==> src/rtl/adder_pkg.sv <==
// Shared types and constants for the bit-serial adder.
// Holds the controller state encoding and the default operand width.
package adder_pkg;

    localparam int ADDER_WIDTH_DEFAULT = 8;

    typedef enum logic [1:0] {
        IDLE = 2'd0,
        RUN  = 2'd1,
        DONE = 2'd2
    } state_t;

endpackage

==> src/rtl/Full_Adder.sv <==
// One-bit full-adder cell.
// Used as the single arithmetic element of the serial adder.
module Full_Adder (
    input  logic a,
    input  logic b,
    input  logic c_in,
    output logic s,
    output logic c_out
);

    assign s     = a ^ b ^ c_in;
    assign c_out = (a & b) | (c_in & (a ^ b));

endmodule

==> src/rtl/serial_adder.sv <==
// Bit-serial add/subtract unit: one result bit per cycle, LSB first.
// Results are registered and held until the next accepted start.
module serial_adder
    import adder_pkg::*;
#(
    parameter int WIDTH = ADDER_WIDTH_DEFAULT
) (
    input  logic             clk_i,
    input  logic             rst_i,
    input  logic             start_i,
    input  logic [WIDTH-1:0] A_i,
    input  logic [WIDTH-1:0] B_i,
    input  logic             C_in_i,
    input  logic             sub_i,
    output logic [WIDTH-1:0] S_o,
    output logic             C_out_o,
    output logic             V_o,
    output logic             busy_o,
    output logic             done_o
);

    localparam int CW = $clog2(WIDTH) + 1;
    localparam logic [CW-1:0] LAST = CW'(WIDTH - 1);

    state_t           state_q;
    state_t           state_d;
    logic [CW-1:0]    cnt_q;
    logic [CW-2:0]    idx;
    logic [WIDTH-1:0] a_q;
    logic [WIDTH-1:0] b_q;
    logic [WIDTH-1:0] s_q;
    logic             sub_q;
    logic             carry_q;
    logic             c_out_q;
    logic             v_q;
    logic             accept;
    logic             running;
    logic             fa_s;
    logic             fa_c;

    assign idx     = cnt_q[CW-2:0];
    assign running = (state_q == RUN);
    assign accept  = start_i && !running;

    Full_Adder u_fa (
        .a     (a_q[idx]),
        .b     (b_q[idx] ^ sub_q),
        .c_in  (carry_q),
        .s     (fa_s),
        .c_out (fa_c)
    );

    always_ff @(posedge clk_i) begin
        if (rst_i) begin
            state_q <= IDLE;
        end else begin
            state_q <= state_d;
        end
    end

    always_comb begin
        state_d = state_q;
        unique case (state_q)
            IDLE:    if (start_i) state_d = RUN;
            RUN:     if (cnt_q == LAST) state_d = DONE;
            DONE:    state_d = start_i ? RUN : IDLE;
            default: state_d = IDLE;
        endcase
    end

    always_comb begin
        busy_o  = (state_q == RUN);
        done_o  = (state_q == DONE);
        S_o     = s_q;
        C_out_o = c_out_q;
        V_o     = v_q;
    end

    // Subtract is A + ~B + 1, so the carry seeds to 1 and C_in_i is dropped.
    always_ff @(posedge clk_i) begin
        if (rst_i) begin
            cnt_q   <= '0;
            a_q     <= '0;
            b_q     <= '0;
            s_q     <= '0;
            sub_q   <= 1'b0;
            carry_q <= 1'b0;
            c_out_q <= 1'b0;
            v_q     <= 1'b0;
        end else if (accept) begin
            cnt_q   <= '0;
            a_q     <= A_i;
            b_q     <= B_i;
            sub_q   <= sub_i;
            carry_q <= sub_i | C_in_i;
        end else if (running) begin
            s_q     <= {fa_s, s_q[WIDTH-1:1]};
            carry_q <= fa_c;
            cnt_q   <= cnt_q + CW'(1);
            if (cnt_q == LAST) begin
                c_out_q <= fa_c;
                v_q     <= carry_q ^ fa_c;
            end
        end
    end

endmodule
==> config.mk <==
export PLATFORM = sky130hd
export DESIGN_NAME = serial_adder
export DESIGN_NICKNAME = d
export VERILOG_FILES = /design/src/rtl/adder_pkg.sv /design/src/rtl/Full_Adder.sv /design/src/rtl/serial_adder.sv
export SDC_FILE = /design/constraint.sdc
export NUM_CORES = 1
export LEC_CHECK = 0
export ABC_AREA = 0
export CAP_MARGIN = 20
export CORE_ASPECT_RATIO = 1.25
export CORE_MARGIN = 2
export CORE_UTILIZATION = 45
export CTS_BUF_LIST = sky130_fd_sc_hd__clkbuf_16
export DETAILED_ROUTE_END_ITERATION = 6
export MAX_ROUTING_LAYER = met4
export PLACE_DENSITY = 0.73
export SETUP_SLACK_MARGIN = 0.4
export SYNTH_ARGS = -nofsm -noshare
export SYNTH_HDL_FRONTEND = slang
export SYNTH_SLANG_ARGS = --single-unit
==> constraint.sdc <==
create_clock -name clk_i -period 3.3 [get_ports clk_i]
set_clock_uncertainty 0.05 [all_clocks]
set_input_delay 0.66 -clock clk_i [delete_from_list [all_inputs] [get_ports clk_i]]
set_output_delay 0.66 -clock clk_i [all_outputs]
set_load 0.02 [all_outputs]
Word level (Yosys, flattened, before mapping):

Cells that the tools add are included.

* output and inout bits: 12
* input port bits: 21
* register bits after elaboration: 34

* bitwise logic cells: 9
* muxes and demuxes: 10
* reductions and logical operators: 8
* add/subtract/negate cells: 1
* eq/ne operators: 5
* $lt $le $gt $ge: 1

Operators by type and width (number)
* 1-bit binary-select mux with 3-bit select: 2
* 2-bit one-hot mux with 3 select lines: 1
* 1-bit 2-to-1 mux: 5
* 4-bit by 1-bit adder with 4-bit output (second input constant): 1
* 4-bit by 3-bit equality test with 1-bit output (second input constant): 1
* 3-bit by 4-bit < comparator with 1-bit output (second input constant): 1
* 2-bit 2-to-1 mux: 2
* 2-bit AND reduction: 2
* 1-bit bitwise XOR: 4
* 3-bit AND reduction: 1
* 1-bit AND: 2
* 2-bit by 1-bit equality test with 1-bit output (second input constant): 1
* 2-bit equality test (second input constant): 1
* 2-bit zero test: 1
* 2-bit by 1-bit inequality test with 1-bit output (second input constant): 1
* 2-bit inequality test (second input constant): 1
* 1-bit bitwise OR: 2
* 2-bit nonzero test: 1
* 2-bit OR reduction: 1
* 1-bit logical AND: 1
* 1-bit zero test: 1
* 1-bit NOT: 1

Depth between registers and ports, before layout:

Gate-level depths: netlist (run 1).

* depth in word-level cells: 8
* mapped depth: 8

Modules after synthesis:

From an unflattened synthesis (run 1), not the netlist that was laid out.

* cell total of the unflattened synthesis: 163
* area, all modules: 1393.8 µm²

By module, submodules not included
* serial_adder: cells each 162, instances 1, seq. area each 680.7 µm², area each 1373.8 µm²
* Full_Adder: cells each 1, instances 1, seq. area each 0.0 µm², area each 20.0 µm²

Least setup slack after synthesis (run 1):

OpenSTA, ideal clock, no wires.

* path kind: flip-flop to flip-flop
* start point: reg cnt_q[0]
* end point: reg v_q, in the netlist V_o
* stages on the path, launching flop included: 9
* setup slack: 1.065 ns
* arrival time: 2.114 ns
* data required time: 3.180 ns
* buffers on the path: 1
* cells stage by stage: dfxtp_1 -> buf_6 -> mux2i_1 -> mux4_2 -> xor2_1 -> fa_1 -> xor2_1 -> or3_1 -> a21oi_1

* longest elaborated chain between the ends: 7

Ends and longest elaborated chain
* start: declaration: line serial_adder.sv:27 `logic [CW-1:0] cnt_q;`
* start signal: assignment: line serial_adder.sv:99 `cnt_q <= cnt_q + CW'(1);`
* 1-bit binary-select mux with 3-bit select: line serial_adder.sv:47 `.b (b_q[idx] ^ sub_q),`
* 1-bit 2-to-1 mux (not written as such): line serial_adder.sv:47
* 1-bit bitwise XOR: line serial_adder.sv:47
* 1-bit bitwise XOR: line Full_Adder.sv:12 `assign c_out = (a & b) | (c_in & (a ^ b));`
* 1-bit AND: line Full_Adder.sv:12
* 1-bit bitwise OR: line Full_Adder.sv:12
* 1-bit bitwise XOR: line serial_adder.sv:102 `v_q <= carry_q ^ fa_c;`
* end signal: assignment: line serial_adder.sv:102
* end: declaration: line serial_adder.sv:35 `logic v_q;`

Parallel ways exist; a longest one is shown, timed or not. The select of a mux whose other input is x is not followed.
A chain may end at the register's enable or synchronous reset.

Worst setup path in the final report (run 1):

Same ends and word-level chain as after synthesis.

==> PnR_summary.wiki, run 1 <==
{| class="wikitable"
! Metric !! Value
|-
| Outcome || finished, final reports clean
|-
| Number of pins with negative max-slew slack in the final report || 0
|-
| Dominant synthesized flop cell || dfxtp_1
|-
| Aggregate routed wire length || between 3000 and 4000 microns
|-
| Power per Cell Area || approximately 540 nW/um^2
|-
| Skew-Pair Late Insertion Delay || 0.27 ns
|-
| RSZ-0062 raised after global routing || false
|-
| Area added between synthesis and finish || 33.0%
|-
| Number of I/O pins || 33
|-
| Worst Slack Setup Final || roughly 0.79 ns
|-
| Overall power || roughly 1.1 mW
|-
| Type of the worst setup path || flip-flop to flip-flop
|-
| CTS HTree Levels || 2
|-
| Sequential cell area || 681 sq um
|-
| Max transition margin || 0.635
|-
| Maximum number of pins on one net before global-route repair || 35
|-
| Count of warnings emitted by yosys || 0
|-
| DRC Markers || 0
|-
| Clock Path Buffers || 2
|-
| TritonCTS clock tree || yes
|-
| Share of synthesized flip-flops with an asynchronous set or reset || 0
|-
| Category of the worst setup path capture point || flip-flop
|-
| Die height || between 60 and 70 microns
|-
| Global-route wire length before repair || around 5400 microns
|-
| Final net count || roughly 220
|-
| Clock period minus worst slack || about 2.5 ns
|-
| Category of the worst setup path launch point || flip-flop
|-
| Routed len/inst || 13.6 microns
|-
| EDFF count, synth || 0
|-
| Synth Register Bits || 34
|-
| Worst path arrival time || roughly 2.7 ns
|-
| Site Rows || 23
|-
| Combined global-route utilization of all metal layers || 0.188
|-
| IO Port Bufs || 32
|-
| Fraction of synthesized cell area taken by the top area cell type || 0.461
|-
| Sequential cell area fraction in the yosys report || 0.461
|-
| Overall die width || approximately 55 microns
|-
| CORE AREA || between 3000 and 4000 sq um
|-
| Post-CTS Hold Buffers || 0
|-
| Number of distinct library cells after synthesis || 30
|-
| Setup Buffers After CTS || 0
|-
| Number of instances in the synthesized netlist || approximately 170
|-
| Total of max-cap violations || 0
|-
| Final estimated routing congestion in global placement || roughly 0.80
|-
| Post-synthesis net count || 190
|-
| Mean instance size in the synthesized netlist || roughly 8.8 sq um
|-
| Number of antenna repair diodes || 0
|-
| DR vias/cell || 5.54
|-
| Final Cycle Share || 0.760
|-
| Clock sink count || 34
|-
| Vias after detailed routing || roughly 1.3k
|-
| Area of the die || ~3800 sq um
|-
| Worst slack on hold paths || approximately 0.42 ns
|-
| F_max || 398 MHz
|-
| Area leader, netlist || dfxtp_1
|-
| Count of non-filler cells in the finished layout || approximately 230
|-
| Buffer type at the clock tree root || clkbuf_16
|-
| Worst VDD drop || roughly 0.45 mV
|-
| Via count of the first global-routing pass || between 1k and 1.5k
|-
| Synth area leaders || dfxtp_1 46%, a21oi_1 9.5%, o21ai_0 6.4%, nand3_1 5.8%, mux2i_1 4.1%
|-
| Instance count after placement with tap cells included || 225
|-
| Commonest cells in the netlist || 34 x dfxtp_1, 28 x a21oi_1, 19 x o21ai_0
|-
| Antenna violations before repair || 0
|-
| Fill count || around 300
|-
| Transition at the pin with the smallest max-transition slack || approximately 0.55 ns
|-
| Drt first-iter violations || 55
|-
| Area of combinational cells with multiple inputs || approximately 700 sq um
|-
| Clock-pin slew reported for the worst setup and hold paths after clock tree synthesis || 0.05 ns
|-
| HPWL after detailed placement || between 2000 and 2500 microns
|-
| Share of layout cells above drive strength 1 || 0.0612
|-
| TNS Setup || 0 ns
|-
| Starting utilization of the core area || 0.466
|-
| Type of the worst min-delay path || flip-flop to flip-flop
|-
| Final number of hold-violating endpoints || 0
|-
| Most instantiated library cell after synthesis || dfxtp_1
|-
| Post-CTS Resized || 0
|-
| Number of optimization iterations in the first detailed-route pass || 4
|-
| Post-synthesis cell area || ~1500 sq um
|-
| Leakage power of the design || slightly below 0.7 nW
|-
| FF-to-FF setup slack || 0.79 ns
|-
| Congestion Overflow GR || 0
|-
| Finish-stage setup viols || 0
|-
| ANT nets after route || 0
|-
| Maximum fanout along the worst path || 9
|-
| CTS buffer count || 5
|-
| Worst endpoint required time || about 3.5 ns
|-
| Pre-CTS WS || around 0.8 ns
|}
==> area by class of cell <==
class,count,share of cell area
inverters,4,0.00765
repair buffers,36,0.178
multi-input cells,114,0.361
flip-flops and latches,34,0.347
clock inverters,3,0.0191
well taps,37,0.0236
clock buffers,5,0.0637
==> routing by layer <==
layer / track usage / wire length [microns]
met1: 0.198 / 1320
met2: 0.353 / 1670
met3: 0.0397 / 143
met4: 0.0640 / 27
met5: - / 0
==> logic make-up after synthesis <==
| kind of cell | synth area share |
|---|---|
| muxes | 0.0915 |
| xor gates and xnor gates | 0.0237 |
| and+or+nand+nor | 0.160 |
| AOI/OAI and AO/OA | 0.182 |
| buffers and inverters | 0.0593 |
| DFF | 0.461 |
| adders and majority gates | 0.0220 |
==> critical path: stages, from the launching register on <==
cell,delay [ns]
dfxtp_1,0.58
mux2i_1,0.14
mux4_2,0.48
xor2_1,0.16
fa_1,0.42
xor2_1,0.16
or3_1,0.31
a21oi_1,0.14
==> layout by cell type, fill, tap and decap left out, drive strengths merged <==
cell type      synthesis  layout
nand2b                 2       2
o221ai                 1       1
o311ai                 1       1
inv                    4       6
xor2                   3       3
clkbuf                 6       5
mux4                   3       3
a2bb2oi                1       1
nor3                   4       4
mux2i                  6       6
nand3                 17      17
fa                     1       1
a21oi                 28      28
nor2b                  1       1
clkdlybuf4s50          0      32
o21ai                 19      19
or3                    3       3
nand2                 14      14
a211oi                 1       1
or2                    1       1
nand3b                 2       2
nor2                   3       3
ha                     1       1
dfxtp                 34      34
buf                    9       4
bufinv                 0       1
nand4b                 1       1
xnor2                  1       1
==> per-stage QoR <==
step	utilization	cell area, sq um
after floorplan	-	1480
after global placement	0.569	1800
after detailed placement	0.569	1800
after CTS	0.620	1960
after global routing	0.620	1960
final	0.620	1960
==> final timing paths <==
path / endpoint / cells after the start / from
min reg2reg: S_o[3] / 2 / S_o[4]
min: S_o[3] / 2 / S_o[4]
max reg2reg: V_o / 7 / cnt_q[0]
max: V_o / 7 / cnt_q[0]
==> registers in the layout, summed over array words and instances, names as in the netlist <==
name and flops:
C_out_o 1, carry_q 1, V_o 1, b_q 8
cnt_q 4, sub_q 1, S_o 8, state_q 2
a_q 8
==> power by group <==
group / leakage (nW) / internal, mW / switching [mW] / total (mW)
clock: 0.0864 / 0.350 / 0.153 / 0.503
sequential: 0.277 / 0.429 / 0.0131 / 0.442
combinational: 0.325 / 0.0569 / 0.0574 / 0.114
total: 0.689 / 0.836 / 0.224 / 1.06
(Power assumes the default switching activity.)
==> run 2, diff against run 1 <==
Clock period 3.3 ns to 2.56 ns, I/O delays scaled along.
==> run 2 against run 1 <==
Net effect: combinational power is 34% higher; sequential share of layout area rose by 0.17 points; hold slack worse by 0.0070 ns; first-iteration DRC count shrank 44%; clock-buffer cell count unchanged; clock power up 11%; power increased by 21%; largest power group is now sequential cells; highest routed layer unchanged.
==> PnR_summary.wiki, run 2 (synthesis gave the netlist of run 1 again) <==
{| class="wikitable"
! Metric !! Value
|-
| Antenna violations before repair || 0 (unchanged)
|-
| F_max || 453 MHz (+14%)
|-
| Most frequent cells in the layout || 32 x dfxtp_1, 32 x clkdlybuf4s50_1, 28 x a21oi_1
|-
| IO Port Bufs || 32 (unchanged)
|-
| Clock Path Buffers || 2 (unchanged)
|-
| Post-CTS Hold Buffers || 0 (unchanged)
|-
| Number of antenna repair diodes || 0 (unchanged)
|-
| Number of pins with negative max-slew slack in the final report || 0 (unchanged)
|-
| TritonCTS clock tree || yes
|-
| Global-route wire length before repair || 5340 microns (-1.4%)
|-
| Finish-stage setup viols || 0 (unchanged)
|-
| Routed len/inst || 14.0 microns (+3.3%)
|-
| Transition at the pin with the smallest max-transition slack || 0.346 ns (-0.201 ns)
|-
| DRC Markers || 0 (unchanged)
|-
| Final number of hold-violating endpoints || 0 (unchanged)
|-
| Clock sink count || 34 (unchanged)
|-
| Skew-Pair Late Insertion Delay || 0.28 ns (about the same)
|-
| Number of optimization iterations in the first detailed-route pass || 4 (unchanged)
|-
| Overall die width || 55.2 microns (unchanged)
|-
| Vias after detailed routing || 1309 (+1.5%)
|-
| Buffer type at the clock tree root || clkbuf_16
|-
| Clock-pin slew reported for the worst setup and hold paths after clock tree synthesis || 0.05 ns (about the same)
|-
| Combined global-route utilization of all metal layers || 0.190 (+0.00178)
|-
| CTS buffer count || 5 (unchanged)
|-
| Final net count || 221 (+1.4%)
|-
| Outcome || finished, final reports clean
|-
| Aggregate routed wire length || 3310 microns (+4.6%)
|-
| Die height || 68.0 microns (unchanged)
|-
| Share of layout cells above drive strength 1 || 0.0905 (+0.0292)
|-
| Final Cycle Share || 0.863 (+0.103)
|-
| Max transition margin || 0.769 (+0.135)
|-
| Number of I/O pins || 33 (unchanged)
|-
| TNS Setup || 0 ns (unchanged)
|-
| Total of max-cap violations || 0 (unchanged)
|-
| Site Rows || 23 (unchanged)
|-
| Final estimated routing congestion in global placement || 0.795 (-1.2%)
|-
| Type of the worst min-delay path || flip-flop to flip-flop
|-
| RSZ-0062 raised after global routing || true
|-
| Starting utilization of the core area || 0.466 (unchanged)
|-
| Leakage power of the design || 0.692 nW (+0.43%)
|-
| Area of the die || 3760 sq um (unchanged)
|-
| Category of the worst setup path launch point || flip-flop
|-
| Congestion Overflow GR || 0 (unchanged)
|-
| Clock period minus worst slack || 2.21 ns (-0.300 ns)
|-
| Worst path arrival time || 2.37 ns (-0.29 ns)
|-
| Category of the worst setup path capture point || flip-flop
|-
| CORE AREA || 3170 sq um (unchanged)
|-
| Type of the worst setup path || flip-flop to flip-flop
|-
| Via count of the first global-routing pass || 1264 (+3.7%)
|-
| Worst VDD drop || 0.505 mV (+13%)
|-
| Final Core Density || 0.622 (+0.00158)
|-
| Worst endpoint required time || 2.72 ns (-0.73 ns)
|-
| Area added between synthesis and finish || 33.3%
|-
| ANT nets after route || 0 (unchanged)
|-
| DR vias/cell || 5.55 (+0.18%)
|-
| HPWL after detailed placement || 2260 microns (+6.5%)
|-
| Maximum number of pins on one net before global-route repair || 35 (unchanged)
|-
| Maximum fanout along the worst path || 8 (-1)
|-
| Overall power || 1.28 mW (+21%)
|-
| Power per Cell Area || 650 nW/um^2 (+20%)
|-
| Drt first-iter violations || 31 (-44%)
|-
| CTS HTree Levels || 2 (unchanged)
|}
run 2: cell types whose count changed in the layout (fill, tap and decap cells not counted), sizes merged:
| cell | before | now |
|---|---|---|
| buf | 4 | 7 |
| clkinv | 0 | 2 |
| bufinv | 1 | 0 |
| inv | 6 | 5 |
run 2: worst paths after layout:
check / cells after the start / end / from / slack (ns)
setup / recovery: 7 / V_o / cnt_q[0] / 0.35
hold / removal: 2 / S_o[0] / S_o[0] / 0.41
setup reg to reg: 7 / V_o / cnt_q[0] / 0.35
hold reg to reg: 2 / S_o[0] / S_o[0] / 0.41
run 2: worst max-delay path, cell delays in order, from the launching register on:
cell	delay [ns]
dfxtp_4	0.38
mux2i_1	0.12
mux4_2	0.47
xor2_1	0.17
fa_2	0.36
xor2_1	0.14
or3_1	0.31
a21oi_1	0.14
run 2: power by group:
group          internal [mW]  switching, mW  leakage [nW]
combinational         0.0767         0.0759         0.340
clock                  0.351          0.207        0.0724
sequential             0.553         0.0169         0.279
total                  0.980          0.300         0.692
run 2: final cells by class:
class / count / area [sq um]
Clock buffer: 5 / 125
Clock inverter: 3 / 12.5
Fill cell: 284 / 1200
Inverter: 4 / 15.0
Multi-Input combinational cell: 114 / 711
Sequential cell: 34 / 686
Tap cell: 37 / 46.3
Timing Repair Buffer: 39 / 373
run 2: what timing repair did:
action                     CTS  global route
gates cloned                 0             0
gates resized for setup      3             0
pin swaps                    0             0
buffers inserted             2             0
setup endpoints to repair    3             2
run 2: metal layers:
| layer | vias to the layer above | global-route usage | part of all wire |
|---|---|---|---|
| met5 | - | - | 0 |
| met4 | 0 | 0.110 | 0.024 |
| met3 | 11 | 0.0510 | 0.045 |
| met2 | 40 | 0.357 | 0.53 |
| met1 | 607 | 0.175 | 0.40 |
| li1 | 651 | - | - |
run 2: through the flow:
stage | setup slack, ns | hold slack (ns) | cells | cell area (sq um)
after floorplan | 0.377 | 0.399 | 167 | 1480
after global placement | 0.215 | 0.395 | 226 | 1810
after detailed placement | 0.117 | 0.407 | 226 | 1810
after CTS | 0.339 | 0.414 | 236 | 1970
after global routing | 0.260 | 0.429 | 236 | 1970
final | 0.350 | 0.409 | 236 | 1970
